`src/rtl/eth_pkg.sv`:
```
// Shared constants and state type for the GMII receive path.
// No ports; imported by the eth_rx_frame files and the TX FCS path.
package eth_pkg;

  localparam logic [7:0]  ETH_PREAMBLE = 8'h55;
  localparam logic [7:0]  ETH_SFD      = 8'hD5;
  localparam logic [31:0] CRC_POLY     = 32'hEDB88320;
  localparam logic [31:0] CRC_INIT     = 32'hFFFFFFFF;
  localparam logic [31:0] CRC_RESIDUE  = 32'hDEBB20E3;

  typedef enum logic [2:0] {
    IDLE,
    PREAMBLE,
    DATA,
    DROP,
    DROP_RPT,
    DONE
  } rx_state_t;

endpackage

```
`src/rtl/eth_rx_frame_if.sv`:
```
// Packet-buffer word write bus: wr strobe, word address, packed data.
// master = receive stage (drives), slave = packet buffer (consumes).
interface eth_rx_frame_if #(
  parameter int ADDR_W = 9
);

  logic              wr;
  logic [ADDR_W-1:0] addr;
  logic [31:0]       data;

  modport master (output wr, addr, data);
  modport slave  (input  wr, addr, data);

endinterface

```
`src/rtl/eth_crc32_d8.sv`:
```
// Combinational CRC32 (reflected 0xEDB88320) advance by one byte, LSB first.
// Ports: i_crc current register, i_data byte, o_crc next register.
module eth_crc32_d8
  import eth_pkg::*;
(
  input  logic [31:0] i_crc,
  input  logic [7:0]  i_data,
  output logic [31:0] o_crc
);

  always_comb begin
    logic [31:0] w_c;
    w_c = i_crc ^ {24'h0, i_data};
    for (int i = 0; i < 8; i++) begin
      if (w_c[0]) w_c = (w_c >> 1) ^ CRC_POLY;
      else        w_c = w_c >> 1;
    end
    o_crc = w_c;
  end

endmodule

```
`src/rtl/eth_rx_frame.sv`:
```
// GMII RX frame stage: strips preamble/SFD, checks FCS, packs words.
// Ports: i_rx_clk/rst_n, GMII i_rx_dv/i_rx_data, o_buf write bus, status, irq/ack, drop count.
module eth_rx_frame
  import eth_pkg::*;
#(
  parameter int MAX_BYTES = 1518,
  parameter int MIN_BYTES = 64,
  parameter int ADDR_W    = 9
) (
  input  logic           i_rx_clk,
  input  logic           rst_n,
  input  logic           i_rx_dv,
  input  logic [7:0]     i_rx_data,
  eth_rx_frame_if.master o_buf,
  output logic [10:0]    o_pkt_len,
  output logic           o_pkt_crc_ok,
  output logic           o_pkt_runt,
  output logic           o_pkt_oversize,
  output logic           o_irq_rx,
  input  logic           i_pkt_ack,
  output logic [15:0]    o_drop_cnt
);

  localparam logic [10:0] L_MAX = 11'(MAX_BYTES);
  localparam logic [10:0] L_MIN = 11'(MIN_BYTES);

  rx_state_t         r_state;
  rx_state_t         w_next;

  logic [10:0]       r_cnt;
  logic [31:0]       r_crc;
  logic [31:0]       r_word;
  logic [ADDR_W-1:0] r_addr;
  logic              r_dv_d;

  logic              r_buf_wr;
  logic [ADDR_W-1:0] r_buf_addr;
  logic [31:0]       r_buf_data;

  logic [10:0]       r_len;
  logic              r_crc_ok;
  logic              r_runt;
  logic              r_ovs;
  logic              r_irq;
  logic [15:0]       r_drop_cnt;

  logic [31:0]       w_crc_nxt;
  logic              w_sfd;
  logic              w_take;
  logic              w_ovf;
  logic              w_end;
  logic              w_rpt;
  logic              w_ack;
  logic              w_flush;
  logic              w_dv_rise;

  eth_crc32_d8 u_crc (
    .i_crc  (r_crc),
    .i_data (i_rx_data),
    .o_crc  (w_crc_nxt)
  );

  always_ff @(posedge i_rx_clk or negedge rst_n) begin
    if (!rst_n) r_state <= IDLE;
    else        r_state <= w_next;
  end

  always_comb begin
    w_next = r_state;
    w_sfd  = 1'b0;
    w_take = 1'b0;
    w_ovf  = 1'b0;
    w_end  = 1'b0;
    w_rpt  = 1'b0;
    w_ack  = 1'b0;
    unique case (r_state)
      IDLE: begin
        if (i_rx_dv) begin
          if (i_rx_data == ETH_PREAMBLE) w_next = PREAMBLE;
          else                           w_next = DROP;
        end
      end
      PREAMBLE: begin
        if (!i_rx_dv) begin
          w_next = IDLE;
        end else if (i_rx_data == ETH_SFD) begin
          w_next = DATA;
          w_sfd  = 1'b1;
        end else if (i_rx_data != ETH_PREAMBLE) begin
          w_next = DROP;
        end
      end
      DATA: begin
        if (!i_rx_dv) begin
          w_end  = 1'b1;
          w_next = DONE;
        end else if (r_cnt == L_MAX) begin
          w_ovf  = 1'b1;
          w_next = DROP_RPT;
        end else begin
          w_take = 1'b1;
        end
      end
      DROP_RPT: begin
        if (!i_rx_dv) begin
          w_rpt  = 1'b1;
          w_next = DONE;
        end
      end
      DROP: begin
        if (!i_rx_dv) w_next = IDLE;
      end
      DONE: begin
        if (i_pkt_ack) begin
          w_ack  = 1'b1;
          w_next = i_rx_dv ? DROP : IDLE;
        end
      end
      default: w_next = IDLE;
    endcase
  end

  // Leftover bytes of a partial word go out on frame end or overflow.
  assign w_flush   = (w_end | w_ovf) & (r_cnt[1:0] != 2'd0);
  assign w_dv_rise = i_rx_dv & ~r_dv_d;

  always_ff @(posedge i_rx_clk or negedge rst_n) begin
    if (!rst_n) begin
      r_cnt      <= '0;
      r_crc      <= CRC_INIT;
      r_word     <= '0;
      r_addr     <= '0;
      r_dv_d     <= 1'b0;
      r_buf_wr   <= 1'b0;
      r_buf_addr <= '0;
      r_buf_data <= '0;
      r_len      <= '0;
      r_crc_ok   <= 1'b0;
      r_runt     <= 1'b0;
      r_ovs      <= 1'b0;
      r_irq      <= 1'b0;
      r_drop_cnt <= '0;
    end else begin
      r_dv_d   <= i_rx_dv;
      r_buf_wr <= 1'b0;
      if (w_sfd) begin
        r_cnt  <= '0;
        r_crc  <= CRC_INIT;
        r_word <= '0;
        r_addr <= '0;
      end
      if (w_take) begin
        r_crc <= w_crc_nxt;
        r_cnt <= r_cnt + 11'd1;
        if (r_cnt[1:0] == 2'd3) begin
          r_buf_wr   <= 1'b1;
          r_buf_addr <= r_addr;
          r_buf_data <= {i_rx_data, r_word[23:0]};
          r_addr     <= r_addr + 1'b1;
          r_word     <= '0;
        end else begin
          r_word[{r_cnt[1:0], 3'b000} +: 8] <= i_rx_data;
        end
      end
      if (w_flush) begin
        r_buf_wr   <= 1'b1;
        r_buf_addr <= r_addr;
        r_buf_data <= r_word;
      end
      if (w_end) begin
        r_len    <= r_cnt;
        r_crc_ok <= (r_crc == CRC_RESIDUE);
        r_runt   <= (r_cnt < L_MIN);
        r_ovs    <= 1'b0;
        r_irq    <= 1'b1;
      end
      if (w_rpt) begin
        r_len    <= L_MAX;
        r_crc_ok <= 1'b0;
        r_runt   <= (L_MAX < L_MIN);
        r_ovs    <= 1'b1;
        r_irq    <= 1'b1;
      end
      if (w_ack) begin
        r_len    <= '0;
        r_crc_ok <= 1'b0;
        r_runt   <= 1'b0;
        r_ovs    <= 1'b0;
        r_irq    <= 1'b0;
      end
      // One count per frame start seen while the buffer is owned.
      if (r_state == DONE && w_dv_rise && r_drop_cnt != 16'hFFFF)
        r_drop_cnt <= r_drop_cnt + 16'd1;
    end
  end

  assign o_buf.wr       = r_buf_wr;
  assign o_buf.addr     = r_buf_addr;
  assign o_buf.data     = r_buf_data;
  assign o_pkt_len      = r_len;
  assign o_pkt_crc_ok   = r_crc_ok;
  assign o_pkt_runt     = r_runt;
  assign o_pkt_oversize = r_ovs;
  assign o_irq_rx       = r_irq;
  assign o_drop_cnt     = r_drop_cnt;

endmodule
```
`src/flat_wrapper.sv`:
```
// flat-port wrapper written by rule: the top's interface ports become plain ports
module eth_rx_frame_flat import eth_pkg::*;
#(
  parameter int MAX_BYTES = 1518,
  parameter int MIN_BYTES = 64,
  parameter int ADDR_W    = 9
)
  (i_rx_clk, rst_n, i_rx_dv, i_rx_data, o_pkt_len, o_pkt_crc_ok, o_pkt_runt, o_pkt_oversize, o_irq_rx, i_pkt_ack, o_drop_cnt, o_buf_wr, o_buf_addr, o_buf_data);
  eth_rx_frame_if #(.ADDR_W(ADDR_W)) o_buf_i ();
  input  logic i_rx_clk;
  input  logic rst_n;
  input  logic i_rx_dv;
  input  logic [7:0] i_rx_data;
  output logic [10:0] o_pkt_len;
  output logic o_pkt_crc_ok;
  output logic o_pkt_runt;
  output logic o_pkt_oversize;
  output logic o_irq_rx;
  input  logic i_pkt_ack;
  output logic [15:0] o_drop_cnt;
  output wire logic [$bits(o_buf_i.wr)-1:0] o_buf_wr;
  output wire logic [$bits(o_buf_i.addr)-1:0] o_buf_addr;
  output wire logic [$bits(o_buf_i.data)-1:0] o_buf_data;
  assign o_buf_wr = o_buf_i.wr;
  assign o_buf_addr = o_buf_i.addr;
  assign o_buf_data = o_buf_i.data;
  eth_rx_frame #(.MAX_BYTES(MAX_BYTES), .MIN_BYTES(MIN_BYTES), .ADDR_W(ADDR_W)) u_core (.i_rx_clk(i_rx_clk), .rst_n(rst_n), .i_rx_dv(i_rx_dv), .i_rx_data(i_rx_data), .o_buf(o_buf_i), .o_pkt_len(o_pkt_len), .o_pkt_crc_ok(o_pkt_crc_ok), .o_pkt_runt(o_pkt_runt), .o_pkt_oversize(o_pkt_oversize), .o_irq_rx(o_irq_rx), .i_pkt_ack(i_pkt_ack), .o_drop_cnt(o_drop_cnt));
endmodule
```
`config.mk`:
```
export PLATFORM = sky130hd
export DESIGN_NAME = eth_rx_frame_flat
export DESIGN_NICKNAME = d
export VERILOG_FILES = /design/src/rtl/eth_pkg.sv /design/src/rtl/eth_rx_frame_if.sv /design/src/rtl/eth_crc32_d8.sv /design/src/rtl/eth_rx_frame.sv /design/src/flat_wrapper.sv
export SDC_FILE = /design/constraint.sdc
export NUM_CORES = 1
export LEC_CHECK = 0
export ABC_AREA = 1
export CAP_MARGIN = 10
export CORE_MARGIN = 2
export CORE_UTILIZATION = 58
export DETAILED_ROUTE_END_ITERATION = 8
export GPL_TIMING_DRIVEN = 0
export PLACE_DENSITY_LB_ADDON = 0.2
export SKIP_CTS_REPAIR_TIMING = 1
export SYNTH_ARGS = -nofsm -noshare
export SYNTH_HDL_FRONTEND = slang
export SYNTH_SLANG_ARGS = --single-unit
```
`constraint.sdc`:
```
create_clock -name i_rx_clk -period 2.7 [get_ports i_rx_clk]
set_clock_uncertainty 0.1 [all_clocks]
set_input_delay 0.81 -clock i_rx_clk [delete_from_list [all_inputs] [get_ports i_rx_clk]]
set_output_delay 0.81 -clock i_rx_clk [all_outputs]
set_load 0.05 [all_outputs]
```
==> run_summary.xml <==
<?xml version="1.0" encoding="UTF-8"?>
<metrics>
  <group name="detailed_routing">
    <metric name="detail_route.drc_violations" unit="">0</metric>
    <metric name="final_antenna_net_count" unit="">0</metric>
    <metric name="vias_after_detailed_routing" unit="">7751</metric>
    <metric name="drt-total-wl" unit="um">22500</metric>
    <metric name="first_pass_iters" unit="">6</metric>
    <metric name="detail_route.iter0.violations" unit="">682</metric>
    <metric name="avgViaCountPerCell" unit="">5.66</metric>
    <metric name="detail_route.wl_per_cell" unit="um">16.4</metric>
  </group>
  <group name="place">
    <metric name="detailed_place.area" unit="sq mm">0.00980</metric>
    <metric name="cell_count_after_placement" unit="">1336</metric>
    <metric name="buffer_ports.inserted" unit="">84</metric>
    <metric name="gp_congestion" unit="">0.946</metric>
    <metric name="detailedPlacementHpwl" unit="um">16000</metric>
  </group>
  <group name="power">
    <metric name="power_density" unit="mW/mm^2">1210</metric>
    <metric name="power.static_leakage" unit="nW">5.16</metric>
    <metric name="max-vdd-ir-drop" unit="V">0.000757</metric>
  </group>
  <group name="setup_path">
    <metric name="critical_path_depth" unit="">1</metric>
    <metric name="worst-r2r-setup-slack" unit="ns">0.19</metric>
    <metric name="endpoint_of_the_worst_register_to_register_path" unit="">u_core.o_buf.addr[5]</metric>
    <metric name="worst_r2r_path_depth" unit="">14</metric>
    <metric name="worst_ep_arrival_time" unit="ns">1.75</metric>
    <metric name="timing.critical_path.fanout_max" unit="">6</metric>
    <metric name="crit_required" unit="ns">1.79</metric>
    <metric name="timing.critical_path.to_type" unit="">output pin</metric>
    <metric name="critPathSlowestCell" unit="">sky130_fd_sc_hd__clkdlybuf4s50_1</metric>
    <metric name="timing.critical_path.from_type" unit="">flop</metric>
    <metric name="critPathKind" unit="">flop to output pin</metric>
    <metric name="critPathTopFamily" unit="">buffers and inverters</metric>
    <metric name="worst_path_largest_cell_delay" unit="ns">0.85</metric>
    <metric name="timing.rr.start" unit="">u_core.r_cnt[0]</metric>
    <metric name="cell_by_cell_listing_of_the_critical_path" unit="">clkdlybuf4s50_1</metric>
    <metric name="cp_num_buf_inv" unit="">1</metric>
  </group>
  <group name="floorplanning">
    <metric name="fp.dieArea" unit="sq mm">0.0160</metric>
    <metric name="num_io_pins" unit="">85</metric>
    <metric name="coreArea" unit="sq mm">0.0146</metric>
    <metric name="die_w" unit="um">126</metric>
    <metric name="rows" unit="">44</metric>
    <metric name="start_util" unit="">0.596</metric>
    <metric name="chipHeight" unit="um">126</metric>
  </group>
  <group name="synth">
    <metric name="synth_seq_cells" unit="">161</metric>
    <metric name="yosys_warnings" unit="">0</metric>
    <metric name="post_synth_mux_area_share" unit="">0.00115</metric>
    <metric name="seq_area_frac_synth" unit="">0.468</metric>
    <metric name="synthCells" unit="">1067</metric>
    <metric name="netlist-cell-type-count" unit="">50</metric>
    <metric name="syn_area" unit="sq mm">0.00870</metric>
    <metric name="synth_xor_area_frac" unit="">0.0613</metric>
    <metric name="postSynthNetCount" unit="">1087</metric>
    <metric name="postSynthAreaPerCell" unit="sq um">8.15</metric>
    <metric name="synth-compound-area-share" unit="">0.0861</metric>
    <metric name="dominant_combinational_cell_family_by_area_after_synthesis" unit="">simple AND/OR/NAND/NOR gates</metric>
    <metric name="synthAdderAreaFrac" unit="">0.0115</metric>
    <metric name="yosys.area_share.simple" unit="">0.292</metric>
    <metric name="yosys-top-cells-area" unit="">sky130_fd_sc_hd__dfrtp_1 (37%), sky130_fd_sc_hd__nand2_1 (12%), sky130_fd_sc_hd__dfstp_2 (9.7%)</metric>
    <metric name="netlist.area_leader.share" unit="">0.371</metric>
    <metric name="synth.largest_area_cell" unit="">sky130_fd_sc_hd__dfrtp_1</metric>
  </group>
  <group name="sta">
    <metric name="timing_limited_maximum_frequency" unit="MHz">376</metric>
    <metric name="post-route-period-util" unit="">0.986</metric>
    <metric name="final_period_minus_worst_setup_slack" unit="ns">2.66</metric>
    <metric name="setup_total_negative_slack" unit="ns">0</metric>
    <metric name="maxSlewViolCount" unit="">0</metric>
    <metric name="hold_violations" unit="">0</metric>
    <metric name="total_of_endpoints_with_negative_setup_slack_in_the_final_report" unit="">0</metric>
    <metric name="relSlewSlack" unit="">0.628</metric>
    <metric name="tightest_slew" unit="ns">0.559</metric>
    <metric name="rsz0062_at_grt" unit="">no</metric>
  </group>
  <group name="final_layout">
    <metric name="filler_cell_count" unit="">1142</metric>
    <metric name="area.growth.synth_to_final" unit="%">19.8</metric>
    <metric name="antenna_cells" unit="">0</metric>
    <metric name="final_cell_area" unit="sq mm">0.0104</metric>
    <metric name="final_cells" unit="">1370</metric>
    <metric name="drive_gt1_frac" unit="">0.130</metric>
    <metric name="final_core_utilization" unit="">0.714</metric>
    <metric name="final_net_count" unit="">1193</metric>
  </group>
  <group name="run_status">
    <metric name="outcome" unit="">complete, no violations</metric>
  </group>
  <group name="clock_network">
    <metric name="clk_latency" unit="ns">0.44</metric>
    <metric name="clk_pin_slew" unit="ns">0.07</metric>
    <metric name="cts_made_buffers" unit="">17</metric>
    <metric name="cts_sinks" unit="">161</metric>
    <metric name="cts_max_path_buffers" unit="">2</metric>
    <metric name="cts_tree" unit="">yes</metric>
    <metric name="cts_root_buffer" unit="">sky130_fd_sc_hd__clkbuf_16</metric>
    <metric name="h_tree_lvl_count" unit="">4</metric>
  </group>
  <group name="global_routing">
    <metric name="grt.overflow.total" unit="">0</metric>
    <metric name="first_pass_grt_wire_length" unit="um">37300</metric>
    <metric name="peak_usage_layer_in_the_global_routing_report" unit="">met2</metric>
    <metric name="grt_antenna_before_repair" unit="">0</metric>
    <metric name="global_routing_met1_resource_utilization" unit="">0.396</metric>
    <metric name="grt_util_met2" unit="">0.455</metric>
    <metric name="grt_use_met3" unit="">0.0616</metric>
    <metric name="grt_pass1_vias" unit="">7437</metric>
    <metric name="maximum_number_of_pins_on_one_net_before_global_route_repair" unit="">93</metric>
    <metric name="grt_use_total" unit="">0.292</metric>
  </group>
  <group name="min_path">
    <metric name="min-delay-path-class" unit="">primary input to async pin</metric>
  </group>
  <group name="job">
    <metric name="max-cap-violations" unit="">0</metric>
  </group>
</metrics>
## layout by cell type (no fill, tap or decap), types with 4 or more instances in the layout
cell / n
sky130_fd_sc_hd__o22ai_1: 18
sky130_fd_sc_hd__buf_2: 12
sky130_fd_sc_hd__nand3_1: 127
sky130_fd_sc_hd__clkbuf_1: 4
sky130_fd_sc_hd__o21bai_1: 7
sky130_fd_sc_hd__nor2_1: 77
sky130_fd_sc_hd__nor2_2: 5
sky130_fd_sc_hd__nor3_1: 13
sky130_fd_sc_hd__ha_1: 8
sky130_fd_sc_hd__inv_1: 105
sky130_fd_sc_hd__xor2_1: 43
sky130_fd_sc_hd__nand2_4: 5
sky130_fd_sc_hd__inv_2: 10
sky130_fd_sc_hd__dfrtp_1: 128
sky130_fd_sc_hd__clkbuf_16: 17
sky130_fd_sc_hd__o21ai_1: 4
sky130_fd_sc_hd__o211ai_1: 8
sky130_fd_sc_hd__buf_4: 11
sky130_fd_sc_hd__clkinv_2: 4
sky130_fd_sc_hd__buf_6: 8
sky130_fd_sc_hd__a211oi_1: 6
sky130_fd_sc_hd__o21ai_0: 33
sky130_fd_sc_hd__nand2_1: 273
sky130_fd_sc_hd__nand2_2: 12
sky130_fd_sc_hd__clkdlybuf4s50_1: 81
sky130_fd_sc_hd__xnor2_1: 11
sky130_fd_sc_hd__a32oi_1: 4
sky130_fd_sc_hd__a21oi_1: 41
sky130_fd_sc_hd__nand4_1: 23
sky130_fd_sc_hd__dfstp_2: 32
## cells in the mapped netlist (all sizes together)
library cell,count
a211oi,6
a21boi,1
a21o,1
a21oi,42
a22oi,1
a32oi,4
and3,1
buf,32
clkbuf,8
dfrtp,129
dfstp,32
ha,8
inv,116
mux2i,1
nand2,290
nand3,129
nand3b,1
nand4,27
nor2,84
nor3,18
nor3b,1
nor4,3
nor4b,1
o211ai,8
o21a,1
o21ai,37
o21bai,7
o22ai,18
o31ai,2
or2,1
xnor2,12
xor2,45
## per-stage QoR
| step | setup slack, ns | total power, W | hold slack, ns |
|---|---|---|---|
| 3_3_place_gp | -5.75 | 0.0101 | 0.362 |
| 3_5_place_dp | -0.317 | 0.0102 | 0.362 |
| 5_1_grt | 0.00479 | 0.0135 | 0.269 |
| 6_report | 0.0372 | 0.0127 | 0.204 |
| 4_1_cts | -0.348 | 0.0126 | 0.244 |
| 2_1_floorplan | 0.361 | 0.00847 | 0.342 |
## cells by family after synthesis
kind of cell,count (synthesis)
AOI/OAI and AO/OA,128
xor gates and xnor gates,57
adders and majority gates,8
buffers and inverters,156
DFF,161
muxes,1
and+or+nand+nor,556
## where the power goes
| part | internal [W] | total (W) | switching (W) | leakage [nW] |
|---|---|---|---|---|
| Clock | 0.00131 | 0.00234 | 0.00104 | 0.280 |
| Sequential | 0.00348 | 0.00416 | 0.000680 | 2.04 |
| Combinational | 0.00208 | 0.00615 | 0.00407 | 2.84 |
## area by class of cell
cell class                 instances  area [sq um]  area share
tap                              184           230      0.0221
inverter                         116           440      0.0423
timing repair buffer              87           893      0.0857
sequential                       161          4070       0.391
clock inverter                    14           131      0.0126
buffer                            40           273      0.0262
multi-input combinational        750          3940       0.378
clock buffer                      18           439      0.0421
## sequential cells by signal, summed over array words and instances, names as in the netlist
register and cells:
u_core.o_pkt_crc_ok 1, u_core.o_pkt_runt 1, u_core.o_buf.data 32, u_core.o_pkt_len 11, u_core.o_drop_cnt 16, u_core.o_irq_rx 1
u_core.r_crc 32, u_core.r_cnt 11, u_core.r_dv_d 1, u_core.o_buf.addr 9, u_core.r_state 3, u_core.o_buf.wr 1
u_core.r_word 32, u_core.o_pkt_oversize 1, u_core.r_addr 9
## layer usage
layer  up-vias  routed length, um
met5         -                  0
met3        64               1470
met4         0                801
met2       300              10400
li1       3699                  -
met1      3688               9760
## how the worst max path moves through the flow
stage,from,to,slack [ns]
after floorplan,u_core.r_cnt[0],u_core.o_buf.data[14],0.36
after global placement,rst_n,u_core.o_pkt_crc_ok,-5.75
after detailed placement,u_core.r_cnt[0],u_core.o_buf.data[28],-0.32
after CTS,u_core.r_cnt[0],u_core.o_buf.data[28],-0.35
after global routing,u_core.o_drop_cnt[6],o_drop_cnt[6],0.005
final,u_core.o_drop_cnt[6],o_drop_cnt[6],0.04
Note: power is estimated with default switching activity, not from simulation.
